**src/rtl/cdb_arbiter_if.sv**
```systemverilog
// Requester/broadcast bundle for the common data bus arbiter.
//   req_valid   : requester i holds a completed result
//   req_reorder : ROB index of each requester's result
//   req_value   : result data of each requester
//   req_ack     : combinational grant back to each requester
//   cdb_valid   : registered broadcast valid per slot
//   cdb_reorder : registered ROB index per slot
//   cdb_value   : registered data per slot
// slave modport = arbiter side, master modport = functional-unit/bus side.
interface cdb_arbiter_if #(
  parameter int unsigned NUM_REQ   = 6,
  parameter int unsigned CDB_PORTS = 2,
  parameter int unsigned ROB_IDX_W = 4
);
  logic [NUM_REQ-1:0]                  req_valid;
  logic [NUM_REQ-1:0][ROB_IDX_W-1:0]   req_reorder;
  logic [NUM_REQ-1:0][31:0]            req_value;
  logic [NUM_REQ-1:0]                  req_ack;
  logic [CDB_PORTS-1:0]                cdb_valid;
  logic [CDB_PORTS-1:0][ROB_IDX_W-1:0] cdb_reorder;
  logic [CDB_PORTS-1:0][31:0]          cdb_value;

  modport slave (
    input  req_valid, req_reorder, req_value,
    output req_ack, cdb_valid, cdb_reorder, cdb_value
  );

  modport master (
    output req_valid, req_reorder, req_value,
    input  req_ack, cdb_valid, cdb_reorder, cdb_value
  );
endinterface

```
**src/rtl/cdb_arbiter.sv**
```systemverilog
// Two-slot round-robin arbiter for the common data bus.
// Picks up to two valid requesters per cycle starting at a rotating priority
// pointer, acknowledges them combinationally and broadcasts their results one
// cycle later. Counts cycles with more than two simultaneous requests.
//   clk          : clock, rising edge
//   rst          : synchronous active-high reset
//   flush        : pipeline flush, suppresses grants and clears broadcasts
//   bus          : requester inputs, req_ack, registered cdb outputs
//   conflict_cnt : saturating count of oversubscribed cycles
module cdb_arbiter #(
  parameter int unsigned NUM_REQ   = 6,
  parameter int unsigned CDB_PORTS = 2,
  parameter int unsigned ROB_IDX_W = 4
) (
  input  logic              clk,
  input  logic              rst,
  input  logic              flush,
  cdb_arbiter_if.slave      bus,
  output logic [15:0]       conflict_cnt
);

  localparam int unsigned PTR_W = (NUM_REQ > 1) ? $clog2(NUM_REQ) : 1;

  logic [PTR_W-1:0]                  ptr;
  logic [PTR_W-1:0]                  ptr_next;
  logic [CDB_PORTS-1:0][PTR_W-1:0]   win;
  logic [CDB_PORTS-1:0]              win_vld;
  logic [NUM_REQ-1:0]                ack;
  logic                              oversub;

  // Single circular sweep from ptr: the first valid requester takes slot 0,
  // the second takes slot 1, which is exactly "next valid after slot 0".
  always_comb begin
    logic [PTR_W:0]   sum;
    logic [PTR_W-1:0] idx;
    logic [PTR_W-1:0] last;
    win      = '0;
    win_vld  = '0;
    ack      = '0;
    ptr_next = ptr;
    sum      = '0;
    idx      = '0;
    last     = '0;
    for (int unsigned k = 0; k < NUM_REQ; k++) begin
      sum = {1'b0, ptr} + (PTR_W+1)'(k);
      if (sum >= (PTR_W+1)'(NUM_REQ)) begin
        sum = sum - (PTR_W+1)'(NUM_REQ);
      end
      idx = sum[PTR_W-1:0];
      if (bus.req_valid[idx] && !win_vld[1]) begin
        if (!win_vld[0]) begin
          win[0]     = idx;
          win_vld[0] = 1'b1;
        end else begin
          win[1]     = idx;
          win_vld[1] = 1'b1;
        end
      end
    end
    if (rst || flush) begin
      win_vld = '0;
    end
    if (win_vld[0]) ack[win[0]] = 1'b1;
    if (win_vld[1]) ack[win[1]] = 1'b1;
    last = win_vld[1] ? win[1] : win[0];
    if (win_vld[0]) begin
      ptr_next = (last == PTR_W'(NUM_REQ - 1)) ? '0 : last + PTR_W'(1);
    end
  end

  assign bus.req_ack = ack;
  assign oversub     = ($countones(bus.req_valid) > 2);

  always_ff @(posedge clk) begin
    if (rst) begin
      ptr             <= '0;
      conflict_cnt    <= '0;
      bus.cdb_valid   <= '0;
      bus.cdb_reorder <= '0;
      bus.cdb_value   <= '0;
    end else begin
      ptr <= ptr_next;
      if (!flush && oversub && (conflict_cnt != '1)) begin
        conflict_cnt <= conflict_cnt + 16'd1;
      end
      // win_vld is already cleared under flush, so slots drop to zero.
      bus.cdb_valid[0]   <= win_vld[0];
      bus.cdb_reorder[0] <= win_vld[0] ? bus.req_reorder[win[0]] : '0;
      bus.cdb_value[0]   <= win_vld[0] ? bus.req_value[win[0]]   : '0;
      bus.cdb_valid[1]   <= win_vld[1];
      bus.cdb_reorder[1] <= win_vld[1] ? bus.req_reorder[win[1]] : '0;
      bus.cdb_value[1]   <= win_vld[1] ? bus.req_value[win[1]]   : '0;
    end
  end

endmodule

```
**src/flat_wrapper.sv**
```systemverilog
// flat-port wrapper written by rule: the top's interface ports become plain ports
module cdb_arbiter_flat 
#(
  parameter int unsigned NUM_REQ   = 6,
  parameter int unsigned CDB_PORTS = 2,
  parameter int unsigned ROB_IDX_W = 4
)
  (clk, rst, flush, conflict_cnt, bus_req_valid, bus_req_reorder, bus_req_value, bus_req_ack, bus_cdb_valid, bus_cdb_reorder, bus_cdb_value);
  cdb_arbiter_if #(.NUM_REQ(NUM_REQ), .CDB_PORTS(CDB_PORTS), .ROB_IDX_W(ROB_IDX_W)) bus_i ();
  input  logic clk;
  input  logic rst;
  input  logic flush;
  output logic [15:0] conflict_cnt;
  input wire logic [$bits(bus_i.req_valid)-1:0] bus_req_valid;
  input wire logic [$bits(bus_i.req_reorder)-1:0] bus_req_reorder;
  input wire logic [$bits(bus_i.req_value)-1:0] bus_req_value;
  output wire logic [$bits(bus_i.req_ack)-1:0] bus_req_ack;
  output wire logic [$bits(bus_i.cdb_valid)-1:0] bus_cdb_valid;
  output wire logic [$bits(bus_i.cdb_reorder)-1:0] bus_cdb_reorder;
  output wire logic [$bits(bus_i.cdb_value)-1:0] bus_cdb_value;
  assign bus_i.req_valid = bus_req_valid;
  assign bus_i.req_reorder = bus_req_reorder;
  assign bus_i.req_value = bus_req_value;
  assign bus_req_ack = bus_i.req_ack;
  assign bus_cdb_valid = bus_i.cdb_valid;
  assign bus_cdb_reorder = bus_i.cdb_reorder;
  assign bus_cdb_value = bus_i.cdb_value;
  cdb_arbiter #(.NUM_REQ(NUM_REQ), .CDB_PORTS(CDB_PORTS), .ROB_IDX_W(ROB_IDX_W)) u_core (.clk(clk), .rst(rst), .flush(flush), .bus(bus_i), .conflict_cnt(conflict_cnt));
endmodule
```
**config.mk**
```make
export PLATFORM = sky130hd
export DESIGN_NAME = cdb_arbiter_flat
export DESIGN_NICKNAME = d
export VERILOG_FILES = /design/src/rtl/cdb_arbiter_if.sv /design/src/rtl/cdb_arbiter.sv /design/src/flat_wrapper.sv
export SDC_FILE = /design/constraint.sdc
export NUM_CORES = 1
export LEC_CHECK = 0
export CORE_ASPECT_RATIO = 1.4
export CORE_MARGIN = 5
export CORE_UTILIZATION = 47
export DETAILED_ROUTE_END_ITERATION = 12
export GPL_ROUTABILITY_DRIVEN = 0
export GPL_TIMING_DRIVEN = 0
export PLACE_DENSITY = 0.83
export SLEW_MARGIN = 20
export SYNTH_ARGS = -nofsm -noshare
export SYNTH_HDL_FRONTEND = slang
export SYNTH_SLANG_ARGS = --single-unit
```
**constraint.sdc**
```tcl
create_clock -name clk -period 5.98 [get_ports clk]
set_input_delay 1.196 -clock clk [delete_from_list [all_inputs] [get_ports clk]]
set_output_delay 1.196 -clock clk [all_outputs]
set_load 0.05 [all_outputs]
```
==> results.md <==
* Most area-hungry cell type in the Yosys netlist: dfxtp_1
* CTS H-tree lvls at 3
* Mapped Nets at 1301
* CP endpoint kind: output pin
* Crit path capture: bus_req_ack[1]
* WL final at 39460 µm
* Setup TNS at 0 ns
* Reg2reg path depth at 18
* Reg2Reg Setup Slack at 0.93 ns
* Syn avg cell area at 8.454 µm²
* Total of max-cap violations at 0
* Clock Sinks at 93
* Area share of the largest cell type after synthesis at 20.81%
* WL per Instance at 23.92 µm
* Nets at 1641
* Pins Over Slew Limit at 0
* Port bufs at 320
* Worst Setup Start Kind: register
* Hold Path Class: register to register
* Synth Instances at 1058
* Tcrit/Tclk final at 97.92%
* Num CTS Buffers at 9
* Antenna Nets Post-Route at 0
* Tot GR Track Use at 33.93%
* Netlist Area Pre-Place at 8945 µm²
* Fin cells at 1650
* Clock slew at reported path FFs at 0.08 ns
* Initial antenna violation count at 3
* GRT overflow at 0
* Status: finished clean
* Most common cell in the netlist: nor2_1
* Setup-failing EPs final at 0
* Hold buffer count at CTS at 0
* Dominant synthesized flop cell: dfxtp_1
* Synth cell types at 85
* Sequential area share after synthesis at 20.81%
* Root Buffer: clkbuf_16
* Rows at 59
* Crit path DAT at 4.66 ns
* Final core utilization at 69.17%
* DRT Pass-1 Iters at 10
* Chip height at 173.2 µm
* First-pass GRT wire length at 60110 µm
* Final Hold Vio Count at 0
* Number of global-route vias before repair at 10980
* Drt drc at 0
* Slew HR at 37.01%
* Placed Cells at 1622
* Clock Skew at 0.01130 ns
* Least-Margin Pin Slew at 0.9449 ns
* IO Pins at 321
* #FFs+latches synth at 93
* EDFF count, synth at 0
* RSZ-0062 raised after global routing: false
* Clk Latency, worst-skew pair at 0.37 ns
* Via count at 10890
* Yosys warns at 0
* Peak Freq at 170.8 MHz
* Area grow syn2layout at 44.43%
* CTS tree: built
* DIE AREA at 21930 µm²
* DPL Wire Length at 30000 µm
* CP Max Fanout at 11
* CP required at 4.78 ns
* Vias per cell at 6.597
* Synth top area cells: dfxtp_1, mux2_2, nor2_1
* Setup crit start: u_core.ptr[0]
* WS Path Type: register to output pin
* FFs w/ async S/R, synth at 0%
* Initial DRC count at 1177
* Worst reg2reg startpoint: u_core.ptr[0]
* Initial Util at 47.89%
* Layout cells sized above 1 at 18.18%
* Pin count of the biggest net entering global routing at 20
* Die Wd at 126.6 µm
* Reg-to-reg endpoint: u_core.bus.cdb_value[0]
* Max Buffers Root-to-Sink at 2
* Core ar. at 18680 µm²
* Commonest cells in the netlist: nor2_1, mux2_2, dfxtp_1
* Min Clock Period, post-route at 5.855 ns
layout make-up:
| class | instances | area [µm²] |
|---|---|---|
| Fill cell | 1555 | 5758 |
| Tap cell | 244 | 305.3 |
| Antenna cell | 3 | 7.507 |
| Inverter | 19 | 73.82 |
| Buffer | 109 | 645.6 |
| Multi-Input combinational cell | 837 | 6450 |
| Sequential cell | 93 | 1866 |
| Timing Repair Buffer | 329 | 3271 |
| Clock inverter | 7 | 75.07 |
| Clock buffer | 9 | 225.2 |
cell families (layout without fill, tap and decap cells):
| family | Yosys count | in the layout | synth area share [%] |
|---|---|---|---|
| buf+inv | 128 | 473 | 7.553 |
| simple gates | 313 | 313 | 16.30 |
| fa+ha+maj | 18 | 18 | 2.686 |
| other cells | 0 | 3 | 0 |
| mux | 160 | 160 | 20.32 |
| xor+xnor | 18 | 18 | 1.930 |
| flops | 93 | 93 | 20.81 |
| compound gates | 328 | 328 | 30.40 |
state kept, by name, indices dropped and copies added, names as in the netlist:
signal	cells
u_core.conflict_cnt	16
u_core.bus.cdb_reorder	8
u_core.bus.cdb_value	64
u_core.bus.cdb_valid	2
u_core.ptr	3
through the flow:
step                instance area [µm²]  setup slack (ns)  hold slack (ns)
floorplan                          8945            0.1600           0.6270
global route                      12920          0.005522           0.5299
detailed placement                12450            -1.160           0.4968
CTS                               12800          0.007403           0.5102
finish                            12920            0.1245           0.5062
global placement                  12450            -1.061           0.4829
critical path: stages (launching register included):
cell and delay, ns:
dfxtp_4 0.43, buf_12 0.17, buf_8 0.15, inv_4 0.06, clkbuf_8 0.18, ha_1 0.32, clkbuf_4 0.19, buf_4 0.19
o21ai_0 0.18, o32a_2 0.23, a21oi_4 0.10, buf_6 0.16, o311ai_1 0.29, nand3_1 0.12, a32o_1 0.28, buf_2 0.16
buf_6 0.17, buf_4 0.19, or2_2 0.29, o22ai_1 0.18, buf_4 0.24
layer usage:
metal	up-vias	part of all wire [%]	track usage [%]
li1	4824	-	-
met1	5134	35	38.64
met2	757	50	58.48
met3	170	10	6.597
met4	0	5.8	19.41
met5	-	0	0
worst min-delay path by stage:
stage / startpoint / end / slack (ns) / cells after the start
2_1_floorplan: u_core.ptr[1] / u_core.ptr[1] / 0.63 / 3
3_3_place_gp: u_core.conflict_cnt[15] / u_core.conflict_cnt[15] / 0.48 / 2
3_5_place_dp: u_core.conflict_cnt[15] / u_core.conflict_cnt[15] / 0.50 / 2
4_1_cts: u_core.conflict_cnt[15] / u_core.conflict_cnt[15] / 0.51 / 2
5_1_grt: u_core.conflict_cnt[13] / u_core.conflict_cnt[13] / 0.53 / 2
6_report: u_core.conflict_cnt[15] / u_core.conflict_cnt[15] / 0.51 / 2
cells in the final DEF (no fill, tap or decap), drive strengths merged, types with 6 or more instances in the layout:
cell | synthesis | final
nand4 | 40 | 40
and2 | 6 | 6
nand2b | 7 | 7
a22oi | 38 | 38
o22ai | 7 | 7
a21o | 41 | 41
mux2i | 10 | 10
o21ai | 18 | 18
mux2 | 150 | 150
a221oi | 37 | 37
xnor2 | 12 | 12
o211ai | 41 | 41
ha | 16 | 16
a21oi | 23 | 23
o31ai | 6 | 6
and3 | 6 | 6
inv | 17 | 23
o221ai | 36 | 36
xor2 | 6 | 6
or3 | 8 | 8
clkdlybuf4s50 | 0 | 308
nor2 | 144 | 144
buf | 58 | 71
clkbuf | 51 | 60
nor3 | 12 | 12
nand2 | 60 | 60
nand3 | 15 | 15
dfxtp | 93 | 93
a222oi | 36 | 36
timing repair:
item                                    CTS  global route
pin swaps                                 3             1
setup buffers                             3             6
endpoints found under the setup margin    6             6
gates resized for setup                  50            24
Power is left out: the tool's default activity adds up to more than one toggle a clock period on the data nets, which glitch-free logic cannot reach.
